File: src/rtl/fir_pkg.sv
// Shared definitions for the fir_seq_mac slice: register map, ap_ctrl bit
// positions, FSM state encoding and accumulator sizing.
// Build option: FIR_SAT_EN selects saturating output (ap_ctrl bit4 reports it).
package fir_pkg;

  localparam logic [31:0] ADDR_AP_CTRL  = 32'h00;
  localparam logic [31:0] ADDR_DATA_LEN = 32'h10;
  localparam logic [31:0] ADDR_TAP_NUM  = 32'h14;
  localparam logic [31:0] ADDR_TAP_BASE = 32'h20;

  localparam int unsigned CTRL_START     = 0;
  localparam int unsigned CTRL_DONE      = 1;
  localparam int unsigned CTRL_IDLE      = 2;
  localparam int unsigned CTRL_TLAST_ERR = 3;
  localparam int unsigned CTRL_SAT       = 4;

`ifdef FIR_SAT_EN
  localparam logic SAT_BUILT = 1'b1;
`else
  localparam logic SAT_BUILT = 1'b0;
`endif

  typedef enum logic [2:0] {
    S_IDLE,
    S_CLEAR,
    S_WAIT_IN,
    S_MAC,
    S_OUT,
    S_DONE
  } fir_state_e;

  // Full product width plus enough guard bits to sum every tap without overflow.
  function automatic int fir_acc_width(input int data_w, input int taps);
    return 2 * data_w + $clog2(taps);
  endfunction

endpackage

File: src/rtl/fir_mac_unit.sv
// Shared multiply-accumulate for fir_seq_mac: signed full-precision product,
// accumulator with synchronous clear, and output narrowing to the stream width.
// Build option: FIR_SAT_EN saturates the output; otherwise it wraps (truncates).
module fir_mac_unit
  import fir_pkg::*;
#(
  parameter int DW = 32,
  parameter int AW = fir_acc_width(32, 16)
) (
  input  logic                 clk,
  input  logic                 rst,
  input  logic                 i_clr,
  input  logic                 i_en,
  input  logic signed [DW-1:0] i_coef,
  input  logic signed [DW-1:0] i_samp,
  output logic        [DW-1:0] o_data
);

  logic signed [2*DW-1:0] w_prod;
  logic signed [AW-1:0]   r_acc;

  assign w_prod = i_coef * i_samp;

  // Accumulator: clear wins over accumulate.
  always_ff @(posedge clk) begin
    if (rst) begin
      r_acc <= '0;
    end else if (i_clr) begin
      r_acc <= '0;
    end else if (i_en) begin
      r_acc <= r_acc + AW'(w_prod);
    end
  end

`ifdef FIR_SAT_EN
  localparam logic [DW-1:0] MAX_V = {1'b0, {(DW-1){1'b1}}};
  localparam logic [DW-1:0] MIN_V = {1'b1, {(DW-1){1'b0}}};

  logic w_fits;
  // The value fits when every bit above the output sign bit copies it.
  assign w_fits = (r_acc[AW-1:DW-1] == '0) || (r_acc[AW-1:DW-1] == '1);

  // Clamp to the signed output range.
  always_comb begin
    o_data = r_acc[DW-1:0];
    if (!w_fits) begin
      o_data = r_acc[AW-1] ? MIN_V : MAX_V;
    end
  end
`else
  logic w_unused_acc_hi;
  assign w_unused_acc_hi = ^r_acc[AW-1:DW];

  // Plain wrap: low bits of the accumulator.
  always_comb begin
    o_data = r_acc[DW-1:0];
  end
`endif

endmodule

File: src/rtl/fir_seq_mac.sv
// Sequential FIR engine: AXI-Lite configuration, circular sample store,
// one shared MAC stepping over a runtime tap count, AXI-Stream in/out.
// Build option: FIR_SAT_EN (saturating output, reported in ap_ctrl bit4).
module fir_seq_mac
  import fir_pkg::*;
#(
  parameter int pADDR_WIDTH = 12,
  parameter int pDATA_WIDTH = 32,
  parameter int NUM_TAPS    = 16,
  parameter int ACC_WIDTH   = fir_acc_width(pDATA_WIDTH, NUM_TAPS)
) (
  input  logic                   axis_clk,
  input  logic                   axis_rst,
  input  logic                   awvalid,
  output logic                   awready,
  input  logic [pADDR_WIDTH-1:0] awaddr,
  input  logic                   wvalid,
  output logic                   wready,
  input  logic [pDATA_WIDTH-1:0] wdata,
  input  logic                   arvalid,
  output logic                   arready,
  input  logic [pADDR_WIDTH-1:0] araddr,
  output logic                   rvalid,
  input  logic                   rready,
  output logic [pDATA_WIDTH-1:0] rdata,
  input  logic                   ss_tvalid,
  output logic                   ss_tready,
  input  logic [pDATA_WIDTH-1:0] ss_tdata,
  input  logic                   ss_tlast,
  output logic                   sm_tvalid,
  input  logic                   sm_tready,
  output logic [pDATA_WIDTH-1:0] sm_tdata,
  output logic                   sm_tlast
);

  localparam int IDX_W = $clog2(NUM_TAPS);
  localparam int TN_W  = $clog2(NUM_TAPS + 1);

  fir_state_e r_state, w_state_nxt;

  logic                          r_done;
  logic                          r_tlast_err;
  logic [pDATA_WIDTH-1:0]        r_data_len;
  logic [pDATA_WIDTH-1:0]        r_in_cnt;
  logic [TN_W-1:0]               r_tap_num;
  logic [IDX_W-1:0]              r_head;
  logic [IDX_W-1:0]              r_k;
  logic signed [pDATA_WIDTH-1:0] r_tap  [NUM_TAPS];
  logic signed [pDATA_WIDTH-1:0] r_samp [NUM_TAPS];
  logic                          r_rvalid;
  logic [pDATA_WIDTH-1:0]        r_rdata;

  logic                   w_idle;
  logic                   w_wr;
  logic                   w_rd;
  logic                   w_start_req;
  logic                   w_rd_ctrl;
  logic [31:0]            w_aw32;
  logic [31:0]            w_ar32;
  logic [TN_W-1:0]        w_tap_num_wr;
  logic [pDATA_WIDTH-1:0] w_rd_mux;
  logic [pDATA_WIDTH-1:0] w_in_cnt_nxt;
  logic [IDX_W-1:0]       w_rd_idx;
  logic                   w_k_last;
  logic                   w_clear_last;
  logic                   w_last_out;
  logic                   w_ss_tready;
  logic                   w_sm_tvalid;
  logic                   w_mac_clr;
  logic                   w_mac_en;
  logic [pDATA_WIDTH-1:0] w_mac_data;

  function automatic logic in_tap_range(input logic [31:0] a);
    return (a >= ADDR_TAP_BASE) && (a < ADDR_TAP_BASE + 32'(4 * NUM_TAPS)) && (a[1:0] == 2'b00);
  endfunction

  function automatic logic [IDX_W-1:0] tap_index(input logic [31:0] a);
    return IDX_W'((a - ADDR_TAP_BASE) >> 2);
  endfunction

  assign w_idle       = (r_state == S_IDLE);
  assign w_aw32       = 32'(awaddr);
  assign w_ar32       = 32'(araddr);
  assign w_wr         = awvalid && wvalid;
  assign w_rd         = arvalid && !r_rvalid;
  assign w_start_req  = w_wr && (w_aw32 == ADDR_AP_CTRL) && wdata[CTRL_START] && w_idle;
  assign w_rd_ctrl    = w_rd && (w_ar32 == ADDR_AP_CTRL);
  assign w_in_cnt_nxt = r_in_cnt + 1'b1;
  assign w_k_last     = (32'(r_k) == 32'(r_tap_num) - 32'd1);
  assign w_clear_last = (32'(r_k) == 32'(NUM_TAPS - 1));
  assign w_last_out   = (r_in_cnt == r_data_len);

  assign awready   = w_wr;
  assign wready    = w_wr;
  assign arready   = !r_rvalid;
  assign rvalid    = r_rvalid;
  assign rdata     = r_rdata;
  assign ss_tready = w_ss_tready;
  assign sm_tvalid = w_sm_tvalid;
  assign sm_tdata  = w_mac_data;
  assign sm_tlast  = w_sm_tvalid && w_last_out;

  // Out-of-range tap counts are clamped into 1..NUM_TAPS.
  always_comb begin
    w_tap_num_wr = TN_W'(wdata);
    if (wdata == '0) begin
      w_tap_num_wr = TN_W'(1);
    end else if (wdata > pDATA_WIDTH'(NUM_TAPS)) begin
      w_tap_num_wr = TN_W'(NUM_TAPS);
    end
  end

  // Sample index for tap k: newest sample minus k, wrapped into the ring.
  always_comb begin
    if (r_head >= r_k) begin
      w_rd_idx = r_head - r_k;
    end else begin
      w_rd_idx = IDX_W'(32'(r_head) + 32'(NUM_TAPS) - 32'(r_k));
    end
  end

  // State register.
  always_ff @(posedge axis_clk) begin
    if (axis_rst) begin
      r_state <= S_IDLE;
    end else begin
      r_state <= w_state_nxt;
    end
  end

  // Next-state and per-state handshake/MAC controls.
  always_comb begin
    w_state_nxt = r_state;
    w_ss_tready = 1'b0;
    w_sm_tvalid = 1'b0;
    w_mac_clr   = 1'b0;
    w_mac_en    = 1'b0;
    unique case (r_state)
      S_IDLE: begin
        if (w_start_req) begin
          w_state_nxt = (r_data_len == '0) ? S_DONE : S_CLEAR;
        end
      end
      S_CLEAR: begin
        if (w_clear_last) begin
          w_state_nxt = S_WAIT_IN;
        end
      end
      S_WAIT_IN: begin
        w_ss_tready = 1'b1;
        if (ss_tvalid) begin
          w_mac_clr   = 1'b1;
          w_state_nxt = S_MAC;
        end
      end
      S_MAC: begin
        w_mac_en = 1'b1;
        if (w_k_last) begin
          w_state_nxt = S_OUT;
        end
      end
      S_OUT: begin
        w_sm_tvalid = 1'b1;
        if (sm_tready) begin
          w_state_nxt = w_last_out ? S_DONE : S_WAIT_IN;
        end
      end
      S_DONE: begin
        w_state_nxt = S_IDLE;
      end
      default: begin
        w_state_nxt = S_IDLE;
      end
    endcase
  end

  // Configuration registers, sample ring, counters and status flags.
  always_ff @(posedge axis_clk) begin
    if (axis_rst) begin
      r_done      <= 1'b0;
      r_tlast_err <= 1'b0;
      r_data_len  <= '0;
      r_in_cnt    <= '0;
      r_tap_num   <= TN_W'(NUM_TAPS);
      r_head      <= '0;
      r_k         <= '0;
      for (int unsigned i = 0; i < NUM_TAPS; i++) begin
        r_tap[IDX_W'(i)]  <= '0;
        r_samp[IDX_W'(i)] <= '0;
      end
    end else begin
      if (w_wr && w_idle) begin
        if (w_aw32 == ADDR_DATA_LEN) begin
          r_data_len <= wdata;
        end
        if (w_aw32 == ADDR_TAP_NUM) begin
          r_tap_num <= w_tap_num_wr;
        end
        if (in_tap_range(w_aw32)) begin
          r_tap[tap_index(w_aw32)] <= wdata;
        end
      end

      if (w_start_req) begin
        r_tlast_err <= 1'b0;
        r_in_cnt    <= '0;
        r_k         <= '0;
      end

      case (r_state)
        S_CLEAR: begin
          r_samp[r_k] <= '0;
          r_head      <= '0;
          r_k         <= w_clear_last ? '0 : r_k + 1'b1;
        end
        S_WAIT_IN: begin
          if (ss_tvalid) begin
            r_samp[r_head] <= ss_tdata;
            r_in_cnt       <= w_in_cnt_nxt;
            r_k            <= '0;
            if ((ss_tlast && (w_in_cnt_nxt < r_data_len)) ||
                (!ss_tlast && (w_in_cnt_nxt == r_data_len))) begin
              r_tlast_err <= 1'b1;
            end
          end
        end
        S_MAC: begin
          r_k <= w_k_last ? '0 : r_k + 1'b1;
        end
        S_OUT: begin
          if (sm_tready) begin
            r_head <= w_clear_last_head(r_head);
          end
        end
        default: begin
        end
      endcase

      // A done-clearing read coinciding with DONE loses to the set.
      if (r_state == S_DONE) begin
        r_done <= 1'b1;
      end else if (w_rd_ctrl) begin
        r_done <= 1'b0;
      end
    end
  end

  function automatic logic [IDX_W-1:0] w_clear_last_head(input logic [IDX_W-1:0] h);
    return (32'(h) == 32'(NUM_TAPS - 1)) ? '0 : h + 1'b1;
  endfunction

  // Read-data selection; tap contents are hidden while a run is active.
  always_comb begin
    w_rd_mux = '0;
    if (w_ar32 == ADDR_AP_CTRL) begin
      w_rd_mux[CTRL_START]     = !w_idle;
      w_rd_mux[CTRL_DONE]      = r_done;
      w_rd_mux[CTRL_IDLE]      = w_idle;
      w_rd_mux[CTRL_TLAST_ERR] = r_tlast_err;
      w_rd_mux[CTRL_SAT]       = SAT_BUILT;
    end else if (w_ar32 == ADDR_DATA_LEN) begin
      w_rd_mux = r_data_len;
    end else if (w_ar32 == ADDR_TAP_NUM) begin
      w_rd_mux = pDATA_WIDTH'(r_tap_num);
    end else if (in_tap_range(w_ar32)) begin
      w_rd_mux = w_idle ? r_tap[tap_index(w_ar32)] : '1;
    end
  end

  // Read channel: capture on address handshake, hold until rready.
  always_ff @(posedge axis_clk) begin
    if (axis_rst) begin
      r_rvalid <= 1'b0;
      r_rdata  <= '0;
    end else if (w_rd) begin
      r_rvalid <= 1'b1;
      r_rdata  <= w_rd_mux;
    end else if (r_rvalid && rready) begin
      r_rvalid <= 1'b0;
    end
  end

  fir_mac_unit #(
    .DW (pDATA_WIDTH),
    .AW (ACC_WIDTH)
  ) u_mac (
    .clk    (axis_clk),
    .rst    (axis_rst),
    .i_clr  (w_mac_clr),
    .i_en   (w_mac_en),
    .i_coef (r_tap[r_k]),
    .i_samp (r_samp[w_rd_idx]),
    .o_data (w_mac_data)
  );

endmodule

File: config.mk
export PLATFORM = sky130hd
export DESIGN_NAME = fir_seq_mac
export DESIGN_NICKNAME = d
export VERILOG_FILES = /design/src/rtl/fir_pkg.sv /design/src/rtl/fir_mac_unit.sv /design/src/rtl/fir_seq_mac.sv
export SDC_FILE = /design/constraint.sdc
export NUM_CORES = 2
export LEC_CHECK = 0
export BUFFER_PORTS_ARGS = -buffer_cell sky130_fd_sc_hd__buf_2
export CAP_MARGIN = 0
export CORE_MARGIN = 1
export CORE_UTILIZATION = 42
export DETAILED_ROUTE_END_ITERATION = 8
export PLACE_DENSITY = 0.62
export REMOVE_ABC_BUFFERS = 1
export SLEW_MARGIN = 0
export SYNTH_ARGS = -nofsm -noshare
export SYNTH_HDL_FRONTEND = slang
export SYNTH_SLANG_ARGS = --single-unit
File: constraint.sdc
create_clock -name axis_clk -period 14.75 [get_ports axis_clk]
set_input_delay 0 -clock axis_clk [delete_from_list [all_inputs] [get_ports axis_clk]]
set_output_delay 0 -clock axis_clk [all_outputs]
set_load 0.02 [all_outputs]
**Yosys cells after proc, flatten, opt, wreduce, memory -nomap -nowiden**

Memory sizes are Yosys's and may differ from the RTL's. A register that Yosys moved wholly into a read port is not among the register bits.
Cells that the tools add are included.

- Output and inout bits: 71
- Input bits: 97
- Word-level logic and storage cells: 149
- Bits in writable memories: 1,024
- Register bits: 183
- Memories: 2

Memory list:

| memory | words | bits a word | read ports | clocked after memory_dff | write ports | RTL line | text |
|---|---|---|---|---|---|---|---|
| r_samp | 16 | 32 | 1 | 0 | 16 | fir_seq_mac.sv:49 | `logic signed [pDATA_WIDTH-1:0] r_samp [NUM_TAPS];` |
| r_tap | 16 | 32 | 2 | 1 | 16 | fir_seq_mac.sv:48 | `logic signed [pDATA_WIDTH-1:0] r_tap [NUM_TAPS];` |

- Multipliers: 1
- $lt $le $gt $ge: 7
- Add/sub/neg operators: 10
- Eq/ne operators: 19
- Multiplexer cells: 62
- Reductions and logical operators: 37

Operator list:

| cell | count |
|---|---|
| 2-to-1 mux 32 bit | 10 |
| logical NOT 32 bit | 4 |
| OR reduction 32 bit | 3 |
| adder 68 x 64 -> 68 bit | 1 |
| == test 32 bit | 2 |
| multiplier 32 x 32 -> 64 bit | 1 |
| == test 12 x 5 -> 1 bit (second input constant) | 4 |
| 2-to-1 mux 4 bit | 11 |
| adder 32 x 1 -> 32 bit (second input constant) | 1 |
| == test 4 x 32 -> 1 bit | 1 |
| greater-than comparator 32 x 5 -> 1 bit (second input constant) | 1 |
| < comparator 32 bit | 1 |
| 2-to-1 mux 1 bit | 27 |
| 2-to-1 mux 27 bit | 1 |
| >= comparator 12 x 6 -> 1 bit (second input constant) | 2 |
| < comparator 12 x 7 -> 1 bit (second input constant) | 2 |
| 2-to-1 mux 3 bit | 7 |
| logical AND 1 bit | 15 |
| 2-to-1 mux 5 bit | 3 |
| case mux 3 bit (5 select lines) | 1 |
| adder 4 x 1 -> 4 bit (second input constant) | 3 |
| case mux 4 bit (3 select lines) | 1 |
| subtractor 6 bit (second input constant) | 2 |
| == test 4 bit (second input constant) | 2 |
| other kinds (17) | 30 |

**Logic depth before layout (Yosys ltp)**

- Depth after elaboration: 9
- Depth in mapped cells: 45
- Gate-level depth less buffers: 37

**By module**

From an unflattened synthesis, not the netlist that was laid out.

- Cells, all modules: 6,050
- Area total of the unflattened synthesis: 74,004.7 µm²

Modules (own cells, without submodules):

| module | cells each | area an instance (µm²) | seq. area each (µm²) | times used |
|---|---|---|---|---|
| fir_seq_mac | 4,021 | 55,778.5 | 33,051.7 | 1 |
| fir_mac_unit | 2,029 | 18,226.2 | 640.6 | 1 |

**Least setup slack after synthesis**

Ideal clock, no wire load.

- Kind: reg-to-reg
- Start point: register r_k[2]
- End point: register u_mac.r_acc[31]
- Slack: 4,368 ps
- Data required time: 14,615 ps
- Data arrival time: 10,246 ps
- Stages on the path, launching flop included: 42
- Setup time: 135 ps
- Path buffers: 10
- Period minus slack after synthesis: 10,382 ps
- Cells stage by stage: dfxtp_1 > buf_2 > buf_2 > clkbuf_1 > buf_2 > clkbuf_1 > inv_1 > ha_1 > a21oi_1 > xnor2_1 > buf_4 > buf_6 > buf_4 > clkbuf_1 > mux2_2 > clkbuf_1 > nor2_1 > fa_1 > [6 not listed] > fa_1 > fa_1 > inv_1 > fa_1 > inv_1 > ha_1 > a21o_1 > a21o_1 > a21o_1 > a21oi_1 > o221a_2 > o21ai_0 > a21oi_1 > o21ai_0 > a21o_1 > a21oi_1 > xnor2_1 > a211oi_2

- Word-level cells in the longest chain between the ends: 5
- Elaborated cells between the ends (all ways): 7
- Classes of those cells: add/sub: 3; mul: 1; order compare: 1; mux: 1; memory: 1

Ends and longest elaborated chain:

| element | RTL line | text |
|---|---|---|
| from (decl) | fir_seq_mac.sv:47 | `logic [IDX_W-1:0] r_k;` |
| from (signal assigned) | fir_seq_mac.sv:214 | `r_k <= w_clear_last ? '0 : r_k + 1'b1;` |
| from (signal assigned) | fir_seq_mac.sv:228 | `r_k <= w_k_last ? '0 : r_k + 1'b1;` |
| subtractor 4 bit, or another cell as far along | fir_seq_mac.sv:118 | `w_rd_idx = IDX_W'(32'(r_head) + 32'(NUM_TAPS) - 32'(r_k));` |
| 2-to-1 mux 4 bit (*) | fir_seq_mac.sv:115 | `if (r_head >= r_k) begin` |
| memory read (16 x 32 bit) (*) | n/a |  |
| multiplier 32 x 32 -> 64 bit (*) | fir_mac_unit.sv:22 | `assign w_prod = i_coef * i_samp;` |
| adder 68 x 64 -> 68 bit (*) | fir_mac_unit.sv:31 | `r_acc <= r_acc + AW'(w_prod);` |
| to (signal assigned) | fir_mac_unit.sv:31 |  |
| to (decl) | fir_mac_unit.sv:20 | `logic signed [AW-1:0] r_acc;` |

Mark *: on every way between the ends. The rest lies on a longest branch, timed or not.
A chain may end at the register's enable or synchronous reset.

**Final worst setup path**

- Start point: register r_k[0]
- End point: register u_mac.r_acc[31]

Same word-level chain as after synthesis.

==> flow_summary.yaml <==
synthesis:
  synthTopCellsByCount: "1024 x edfxtp_1, 871 x nor2_1, 556 x inv_1"
  ys_ff_latch: 1171
  ys_types: 78
  synth-async-reset-ratio_pct: 0
  ys_top_cells_by_area: "edfxtp_1 42%, mux4_2 13%, fa_1 12%"
  ys_seq_area_share_pct: 45.7
  syn-instance-count: 5989
  dominantRegCellSynth: "edfxtp_1"
  syn-cell-area_um2: 73800
  synth_top_cell_by_area: "edfxtp_1"
  yosysMostFrequentCell: "edfxtp_1"
  syn_avg_cell_area_um2: 12.3
  netlist.area_leader.share_pct: 41.7
  synth_edf_count: 1024
  ys_warn_count: 0
route:
  ant_nets: 0
  viasPerCell: 5.78
  firstDrtPassIters: 6
  drt_iter0_drc: 5468
  routed_wl_um: 231000
  vias: 49373
  wl_per_cell_um: 27.0
  drc_errors: 0
clocking:
  htree_levels: 4
  postCtsHoldBufs: 106
  clkTransAtPathRegs_ns: 0.06
  numCtsBuffers: 133
  insertion_delay_ns: 0.82
  cts_tree: "yes"
  root_buffer: "clkbuf_16"
  cts.path.max_buffers: 3
  post_cts_buffers: 0
  ctsResizeCount: 0
  cts_sinks: 1171
cells_and_area:
  num-fill-cells: 15495
  seqCellArea_um2: 33700
  multi_input_area_um2: 36400
  post-route-util_pct: 47.2
  nets: 6825
  area_growth_pct: 11.6
  drive_above_1_share_pct: 17.5
floorplan:
  dieArea_um2: 177000
  fp.dieW_um: 421
  initial_core_util_pct: 42.3
  rows: 153
  die_h_um: 421
  coreArea_um2: 174000
  io_pins: 168
worst_setup_path:
  cp_max_fo: 108
  path_class: "register to register"
  cp_num_buf_inv: 7
  path_delay_family: "adder cells"
  slowest_delay_ns: 1.05
  critical_path_arrival_ns: 11.83
  crit_top_cell: "fa_1"
  worst_path_max_delay_cell: "fa_4"
  cp-start-kind: "register"
  r2r_cells: 35
  end_kind: "register"
  cp.depth: 35
  required_ns: 15.39
placed_design:
  dpl.hpwl_um: 144000
  numPortBuffers: 167
  gp_congestion: 0.863
timing:
  fin_crit_ns: 11.19
  hold_violations: 0
  rsz0062_at_grt: "false"
  drv_slew: 0
  setup_violations: 0
  tns_ns: 0
  clock_skew_ns: 0.0629
  fmax_mhz: 89.4
  tightest_slew_ns: 1.20
  fin_crit_sh_pct: 75.9
  slew_headroom_pct: 20.1
grt:
  grt_max_degree: 109
  antenna_found_initial: 13
  first_global_vias: 50782
  grt_pass1_wl_um: 339000
  grt_overflow_total: 0
  track_usage_pct: 26.0
job:
  max_cap_violations: 0
worst_hold_path:
  hold_path.class: "input port to register"
  min_path_cells: 3
status:
  outcome: "complete, no violations"
logic make-up after synthesis:
group | after synthesis | share of synthesized area, %
flops | 1171 | 45.7
mux | 560 | 15.0
compound gates | 350 | 3.00
simple gates | 2129 | 13.8
buf+inv | 987 | 5.39
xor+xnor | 163 | 2.01
fa+ha+maj | 629 | 15.1
worst paths after layout:
path	from	slack (ns)	endpoint
worst max-delay path	r_k[0]	3.56	u_mac.r_acc[31]
worst min-delay path	ss_tdata[0]	0.05	r_samp[6][0]
worst max register to register	r_k[0]	3.56	u_mac.r_acc[31]
worst min register to register	rdata[1]	0.46	rdata[1]
area by class of cell:
class / instances / share of cell area (%)
Antenna cell: 4 / 0.0122
Clock buffer: 184 / 4.49
Clock inverter: 60 / 0.706
Inverter: 560 / 2.55
Multi-Input combinational cell: 3831 / 44.2
Sequential cell: 1171 / 41.0
Tap cell: 2325 / 3.54
Timing Repair Buffer: 402 / 3.52
cells in the final DEF (no fill, tap or decap), drive strengths merged, types with 147 or more instances in the layout:
cell type  count
dfxtp        147
ha           190
clkbuf       184
and2         528
nand2        396
fa           439
mux4         432
inv          567
buf          296
nor2         871
edfxtp      1024
sequential cells by signal (all words and copies together) (netlist names):
| signal | cells |
|---|---|
| rdata | 32 |
| r_head | 4 |
| r_state | 3 |
| r_tap | 512 |
| r_data_len | 32 |
| r_tlast_err | 1 |
| r_in_cnt | 32 |
| r_samp | 512 |
| r_tap_num | 5 |
| u_mac.r_acc | 32 |
| r_done | 1 |
| r_k | 4 |
| rvalid | 1 |
metrics by stage:
stage | hold WS, ns | setup WS [ns] | cells | cell area (um^2)
after floorplan | 0.0691 | -4.62 | 5562 | 71900
after global placement | 0.192 | 3.63 | 8183 | 76900
after detailed placement | 0.193 | 3.60 | 8183 | 76900
after CTS | 0.000610 | 3.59 | 8533 | 82300
after global routing | 0.0607 | 3.05 | 8537 | 82300
final | 0.0467 | 3.56 | 8537 | 82300
per-layer routing:
metal / share of wire, % / wire length, um / track usage (%)
met5: 0.014 / 32 / 0
met4: 4.5 / 10300 / 11.3
met1: 39 / 90200 / 34.5
met2: 48 / 110000 / 42.2
met3: 8.8 / 20200 / 4.28
worst reg2reg max path: cells and delay by family, from the launching register on:
kind	cells	cell delay (ns)
fa+ha+maj	11	5.57
compound gates	12	2.17
buf+inv	7	1.23
mux	2	0.88
flops	1	0.77
simple gates	2	0.28
xor+xnor	1	0.16
Power is left out: the tool's default activity adds up to more than one toggle a clock period on the data nets, which glitch-free logic cannot reach.
